File: src/rtl/fft_iter_sequencer.sv
// fft_iter_sequencer - run sequencer and RAM-port arbiter for the iterative radix-2 FFT.
// Optional cycle counter on o_CYCLES when FFT_SEQ_CYCLE_CNT_EN is defined.
module fft_iter_sequencer #(
  parameter int LAYERS      = 5,
  parameter int BUTTERFLYES = 16,
  parameter int LayWL       = 3,
  parameter int ButtWL      = 4,
  parameter int RD_LAT      = 1
) (
  input  logic              CLK,
  input  logic              RST,
  input  logic              EN,
  input  logic              i_START,
  input  logic              i_HOST_REQ,
  output logic              o_HOST_GNT,
  output logic              o_BUSY,
  output logic              o_DONE,
  output logic              o_ADDR_EN,
  output logic              o_LAY_EN,
  output logic              o_WR,
  output logic              o_FIRST,
  output logic [LayWL-1:0]  o_LAYER,
  output logic [ButtWL-1:0] o_BUTT
`ifdef FFT_SEQ_CYCLE_CNT_EN
  ,
  output logic [31:0]       o_CYCLES
`endif
);

  typedef enum logic [2:0] {S_IDLE, S_HOST, S_RD, S_WB, S_FIN} state_t;

  state_t            state_q, state_d;
  logic [LayWL-1:0]  layer_q, layer_d;
  logic [ButtWL-1:0] butt_q, butt_d;
  logic [1:0]        rd_q, rd_d;
  logic              last_butt, last_layer, busy;

  assign last_butt  = (butt_q == ButtWL'(BUTTERFLYES - 1));
  assign last_layer = (layer_q == LayWL'(LAYERS - 1));
  assign busy       = (state_q == S_RD) || (state_q == S_WB);

  always_ff @(posedge CLK or negedge RST) begin
    if (!RST) begin
      state_q <= S_IDLE;
      layer_q <= '0;
      butt_q  <= '0;
      rd_q    <= '0;
    end else begin
      state_q <= state_d;
      layer_q <= layer_d;
      butt_q  <= butt_d;
      rd_q    <= rd_d;
    end
  end

  always_comb begin
    state_d = state_q;
    layer_d = layer_q;
    butt_d  = butt_q;
    rd_d    = rd_q;
    if (EN) begin
      case (state_q)
        S_IDLE: begin
          // START has priority over a simultaneous host request
          if (i_START) begin
            state_d = S_RD;
            layer_d = '0;
            butt_d  = '0;
            rd_d    = '0;
          end else if (i_HOST_REQ) begin
            state_d = S_HOST;
          end
        end
        S_HOST: begin
          if (!i_HOST_REQ) state_d = S_IDLE;
        end
        S_RD: begin
          if (rd_q == 2'(RD_LAT - 1)) begin
            rd_d    = '0;
            state_d = S_WB;
          end else begin
            rd_d = rd_q + 2'd1;
          end
        end
        S_WB: begin
          state_d = S_RD;
          if (last_butt) begin
            butt_d = '0;
            if (last_layer) begin
              layer_d = '0;
              state_d = S_FIN;
            end else begin
              layer_d = layer_q + LayWL'(1);
            end
          end else begin
            butt_d = butt_q + ButtWL'(1);
          end
        end
        S_FIN: begin
          state_d = S_IDLE;
          layer_d = '0;
          butt_d  = '0;
          rd_d    = '0;
        end
        default: state_d = S_IDLE;
      endcase
    end
  end

  always_comb begin
    o_BUSY     = busy;
    o_HOST_GNT = (state_q == S_HOST);
    o_WR       = EN && (state_q == S_WB);
    o_ADDR_EN  = EN && (state_q == S_WB);
    o_LAY_EN   = EN && (state_q == S_WB) && last_butt;
    o_DONE     = EN && (state_q == S_FIN);
    o_FIRST    = busy && (layer_q == LayWL'(0));
  end

  assign o_LAYER = layer_q;
  assign o_BUTT  = butt_q;

`ifdef FFT_SEQ_CYCLE_CNT_EN
  logic [31:0] cyc_q, cyc_d;

  always_comb begin
    cyc_d = cyc_q;
    if (EN) begin
      if ((state_q == S_IDLE) && i_START) cyc_d = '0;
      else if (busy && (cyc_q != 32'hFFFF_FFFF)) cyc_d = cyc_q + 32'd1;
    end
  end

  always_ff @(posedge CLK or negedge RST) begin
    if (!RST) cyc_q <= '0;
    else      cyc_q <= cyc_d;
  end

  assign o_CYCLES = cyc_q;
`endif

endmodule
File: config.mk
export PLATFORM = sky130hd
export DESIGN_NAME = fft_iter_sequencer
export DESIGN_NICKNAME = d
export VERILOG_FILES = /design/src/rtl/fft_iter_sequencer.sv
export SDC_FILE = /design/constraint.sdc
export NUM_CORES = 1
export LEC_CHECK = 0
export ABC_CLOCK_PERIOD_IN_PS = 2900
export CAP_MARGIN = 20
export CELL_PAD_IN_SITES_DETAIL_PLACEMENT = 0
export CELL_PAD_IN_SITES_GLOBAL_PLACEMENT = 1
export CORE_AREA = 4 4 46 48
export DETAILED_ROUTE_END_ITERATION = 7
export DIE_AREA = 0 0 50 52
export DONT_BUFFER_PORTS = 1
export PLACE_DENSITY = 0.77
export SETUP_SLACK_MARGIN = 0.3
export SLEW_MARGIN = 30
export SYNTH_ARGS = -nofsm -noshare
export SYNTH_HDL_FRONTEND = slang
export SYNTH_SLANG_ARGS = --single-unit
File: constraint.sdc
create_clock -name CLK -period 2.9 [get_ports CLK]
set_clock_uncertainty 0.2 [all_clocks]
set_input_delay 0.58 -clock CLK [delete_from_list [all_inputs] [get_ports CLK]]
set_output_delay 0.58 -clock CLK [all_outputs]
set_load 0.05 [all_outputs]
### After elaboration in Yosys (flattened, before gate mapping)

Index checks and enable logic that the tools add are counted.

| storage, ports and cells | value |
|---|---|
| logic and storage cells | 49 |
| ROM bits | 0 |
| bits in latches | 0 |
| bits in writable memories | 0 |
| output and inout bits | 14 |
| input bits | 5 |
| memories kept | 0 |
| register bits after elaboration | 12 |

| cells by class | value |
|---|---|
| bitwise operators | 0 |
| mux-type cells | 17 |
| order comparisons | 0 |
| multipliers | 0 |
| shift-type cells | 0 |
| reductions and logical operators | 14 |
| eq/ne operators | 11 |
| divide/modulo/power cells | 0 |
| add/sub/neg operators | 3 |

Operators by type and width:

| cell | count |
|---|---|
| $mux 3 | 9 |
| $pmux 3 s4 | 1 |
| $pmux 4 s3 | 1 |
| $pmux 3 s3 | 1 |
| $mux 4 | 2 |
| $reduce_and 4->1 | 2 |
| $eq 3x2->1 const B | 2 |
| $eq 3x3->1 const B | 2 |
| $logic_not 3->1 | 2 |
| $ne 2x2->1 const B | 3 |
| $pmux 2 s3 | 1 |
| $reduce_and 3->1 | 2 |
| $reduce_bool 3->1 | 2 |
| $add 4x1->4 const B | 1 |
| $eq 4x4->1 const B | 1 |
| $logic_and 1x1->1 | 4 |
| $mux 2 | 2 |
| $add 3x1->3 const B | 1 |
| $eq 3x1->1 const B | 1 |
| $ne 3x3->1 const B | 1 |
| $add 2x1->2 const B | 1 |
| $logic_not 2->1 | 1 |
| $ne 2x1->1 const B | 1 |
| $logic_or 1x1->1 | 1 |

### Longest topological paths before layout

| logic depth | value |
|---|---|
| depth after elaboration | 4 |
| gate-level depth with buffers | 8 |
| gate-level depth less buffers | 7 |

### Least setup slack after synthesis

OpenSTA, ideal clock, no wires.

| timing | value |
|---|---|
| kind | input to output |
| start point | input port EN |
| end point | output port o_DONE |
| data required time | 2.120 ns |
| arrival time | 2.249 ns |
| buffers on the path | 1 |
| stages on the path | 3 |
| setup slack | -0.129 ns |
| path through | buf_2 inv_1 nor4_1 |

| on the way | value |
|---|---|
| longest elaborated chain between the ends | 1 |

RTL lines:

| element | line | source |
|---|---|---|
| start, declared | 12 | `input logic EN,` |
| $logic_and 1x1->1 | 116 | `o_DONE = EN && (state_q == S_FIN);` |
| end, declared | 17 | `output logic o_DONE,` |

Every way passes these cells.

### Worst setup path in the final report

| timing | value |
|---|---|
| start point | register layer_q[1] (netlist: o_LAYER[1]) |
| end point | output port o_FIRST |

| on the way | value |
|---|---|
| longest elaborated chain between the ends | 2 |

RTL lines:

| element | line | source |
|---|---|---|
| start, declared | 33 | `logic [LayWL-1:0] layer_q, layer_d;` |
| start signal, assigned | 50 | `layer_q <= layer_d;` |
| $logic_not 3->1 | 117 | `o_FIRST = busy && (layer_q == LayWL'(0));` |
| $logic_and 1x1->1 | 117 |  |
| end, declared | 21 | `output logic o_FIRST,` |

Every way passes these cells.

==> impl_metrics.tcl <==
set metrics [dict create \
    grt.met2_usage 0.228 \
    vias 678 \
    grt.busiest_layer "met2" \
    syn-instance-count 87 \
    drcViolationCount 0 \
    period_share 0.865 \
    end_kind "output port" \
    fin_cells 121 \
    gr-total-overflow 0 \
    root_buffer "clkbuf_4" \
    combPwrFrac 0.546 \
    layout_commonest_cell "dfrtp_1" \
    die_height_um 52 \
    n_antenna_cell 0 \
    critPathKind "register to output port" \
    status "complete, no violations" \
    ir_drop_mv 0.479 \
    grt_pass1_vias 640 \
    coreArea_um2 1710 \
    final_hold_viol_count 0 \
    portBuffers 0 \
    min_period_ns 2.51 \
    use_met3 0.0573 \
    synth_cell_types 36 \
    fin_total_pwr_mw 0.895 \
    final_util 0.538 \
    crit_slowest_cell "dfrtp_1" \
    die-area_um2 2600 \
    cpPeakStageDelay_ns 0.59 \
    wl_per_cell_um 13.9 \
    powerDensity_nw_per_um2 973 \
    syn_avg_cell_area_um2 9.18 \
    grt_use_total 0.152 \
    slew_headroom 0.632 \
    final_nets 107 \
    r2r_start "state_q[1]$_DFFE_PN0P_" \
    rows 15 \
    layout-drive-gt1-share 0.250 \
    cp.required_ns 2.12 \
    worstHoldStart "EN" \
    ys_seq_elements 12 \
    reg2reg_to "o_LAYER[0]$_DFFE_PN0P_" \
    crit_end "o_FIRST" \
    critPathLaunch "o_LAYER[1]$_DFFE_PN0P_" \
    final_cell_mix "11 x dfrtp_1, 10 x nand2_1, 9 x buf_4" \
    r2r_slack_ns 0.88 \
    worstMarginPinSlew_ns 0.550 \
    drt-total-wl_um 1680 \
    grt_setup_unrepaired "no" \
    netSwitchingFraction 0.492 \
    p_leak_nw 0.412 \
    met1_usage 0.190 \
    synth-seq-area-share 0.376 \
    synth_fp_nets 97 \
    start_util 0.467 \
    path_clk_slew_ns 0.08 \
    fillers 156 \
    cp-start-kind "register" \
    p_int_mw 0.455 \
    path_cells "inv_1 -> ha_1 -> and3b_1" \
    max_clock_freq_mhz 399 \
    dpl.hpwl_um 1300 \
    syn-cell-area_um2 798 \
    cp_max_fo 5 \
    dp_cells 116 \
    rr_worst_depth 7 \
    io_pins 19 \
    grt_pass1_wl_um 3010 \
    clock_latency_ns 0.27 \
    die_width_um 50 \
    setup_viol 0 \
    clockBufferDepth 2 \
    clock_sinks 12 \
    p_switching_mw 0.440 \
    via_per_inst 5.60 \
    grt_max_degree 15 \
    initialDrtViolationCount 13 \
    dr.pass1.iters 5 \
    numCtsBuffers 3 \
    drtAntennaViolNets 0 \
    clock_power_share 0.148 \
    htreeDepth 1 \
    area_growth_pct 15.2 \
    p_seq_frac 0.306 \
    cap_viol_max_count 0 \
    maxSlewViolCount 0 \
    finalSetupTns_ns 0 \
    gp_congestion 0.774 \
    arrival_ns 1.73 \
    yosysWarningCount 0 \
    cts_tree "yes" \
    min_path_type "input pin to register" \
    antenna_found_initial 0 \
]
routing by layer:
layer	vias up	wire length [um]
met4	0	12
li1	328	-
met1	329	784
met5	-	0
met3	2	105
met2	19	776
area by class of cell:
| cell class | instances | area, um2 | area share |
|---|---|---|---|
| tap | 25 | 31.3 | 0.0340 |
| clock buffer | 4 | 36.3 | 0.0395 |
| multi-input combinational | 61 | 434 | 0.472 |
| sequential | 12 | 302 | 0.328 |
| timing repair buffer | 10 | 77.6 | 0.0844 |
| inverter | 9 | 38.8 | 0.0422 |
through the flow:
| step | setup slack (ns) | area [um2] | hold slack, ns |
|---|---|---|---|
| 6_report | 0.392 | 920 | 0.198 |
| 2_1_floorplan | 0.425 | 805 | 0.0844 |
| 5_1_grt | 0.306 | 920 | 0.176 |
| 3_5_place_dp | 0.594 | 872 | 0.0848 |
| 3_3_place_gp | 0.631 | 872 | 0.0848 |
| 4_1_cts | 0.376 | 920 | 0.194 |
how the worst min path moves through the flow:
stage | end | cells after the start | slack, ns
after floorplan | o_BUTT[0]$_DFFE_PN0P_ | 0 | 0.08
after global placement | o_BUTT[2]$_DFFE_PN0P_ | 0 | 0.08
after detailed placement | o_BUTT[2]$_DFFE_PN0P_ | 0 | 0.08
after CTS | state_q[0]$_DFFE_PN0P_ | 1 | 0.19
after global routing | state_q[0]$_DFFE_PN0P_ | 1 | 0.18
final | state_q[0]$_DFFE_PN0P_ | 1 | 0.20
sequential cells by signal (all words and copies together), names as in the netlist:
signal / count
o_BUTT: 4
o_LAYER: 3
rd_q: 2
state_q: 3
synthesized netlist by cell type:
cell type	instances	area share
nand2_1	10	0.047
mux2i_1	1	0.013
buf_2	1	0.0063
inv_1	8	0.038
a21oi_2	2	0.022
and3b_1	1	0.011
nand3_1	4	0.025
nand3b_1	1	0.0094
a32oi_1	2	0.022
buf_6	1	0.014
a21oi_1	3	0.019
clkbuf_1	2	0.0094
o31ai_1	1	0.0094
o21ba_2	1	0.013
nor3_1	2	0.013
a31oi_1	2	0.016
a32o_1	1	0.013
and2b_1	1	0.0094
o21ai_0	3	0.019
nor4_1	1	0.0078
nor2b_4	1	0.017
nand2_4	1	0.014
ha_1	5	0.078
nand4_1	1	0.0078
nor2_1	2	0.0094
a211o_1	1	0.011
o21ai_1	2	0.013
a22o_1	3	0.033
and2b_4	1	0.013
buf_4	1	0.0094
o211ai_1	3	0.028
clkinv_4	1	0.011
dfrtp_1	12	0.38
and2_4	2	0.022
and3_1	1	0.0078
o22ai_1	2	0.016
critical path, delay by kind of cell (launching register included):
family / cells / cell delay (ns)
adder cells (fa/ha/maj): 1 / 0.24
buffers and inverters: 1 / 0.13
flip-flops: 1 / 0.59
AND/OR/NAND/NOR: 1 / 0.50
logic make-up (layout without fill, tap and decap cells):
logic type      Yosys count  in the layout  synth area share
mux                       1              1            0.0125
simple gates             29             29             0.213
buf+inv                  14             23            0.0878
flops                    12             12             0.376
fa+ha+maj                 5              5            0.0784
compound gates           26             26             0.232
power groups by stage:
| stage | Sequential [mW] | Clock, mW | Combinational [mW] |
|---|---|---|---|
| 2_1_floorplan | 0.341 | 0 | 0.322 |
| 3_3_place_gp | 0.273 | 0 | 0.488 |
| 3_5_place_dp | 0.276 | 0 | 0.486 |
| 4_1_cts | 0.274 | 0.137 | 0.493 |
| 5_1_grt | 0.285 | 0.152 | 0.532 |
| 6_report | 0.274 | 0.133 | 0.489 |
what timing repair did:
item,CTS,global route
endpoints found under the hold margin,12,0
setup endpoints to repair,1,0
gates resized for setup,1,0
hold buffers,1,0
buffers inserted,0,0
(Power assumes the default switching activity.)
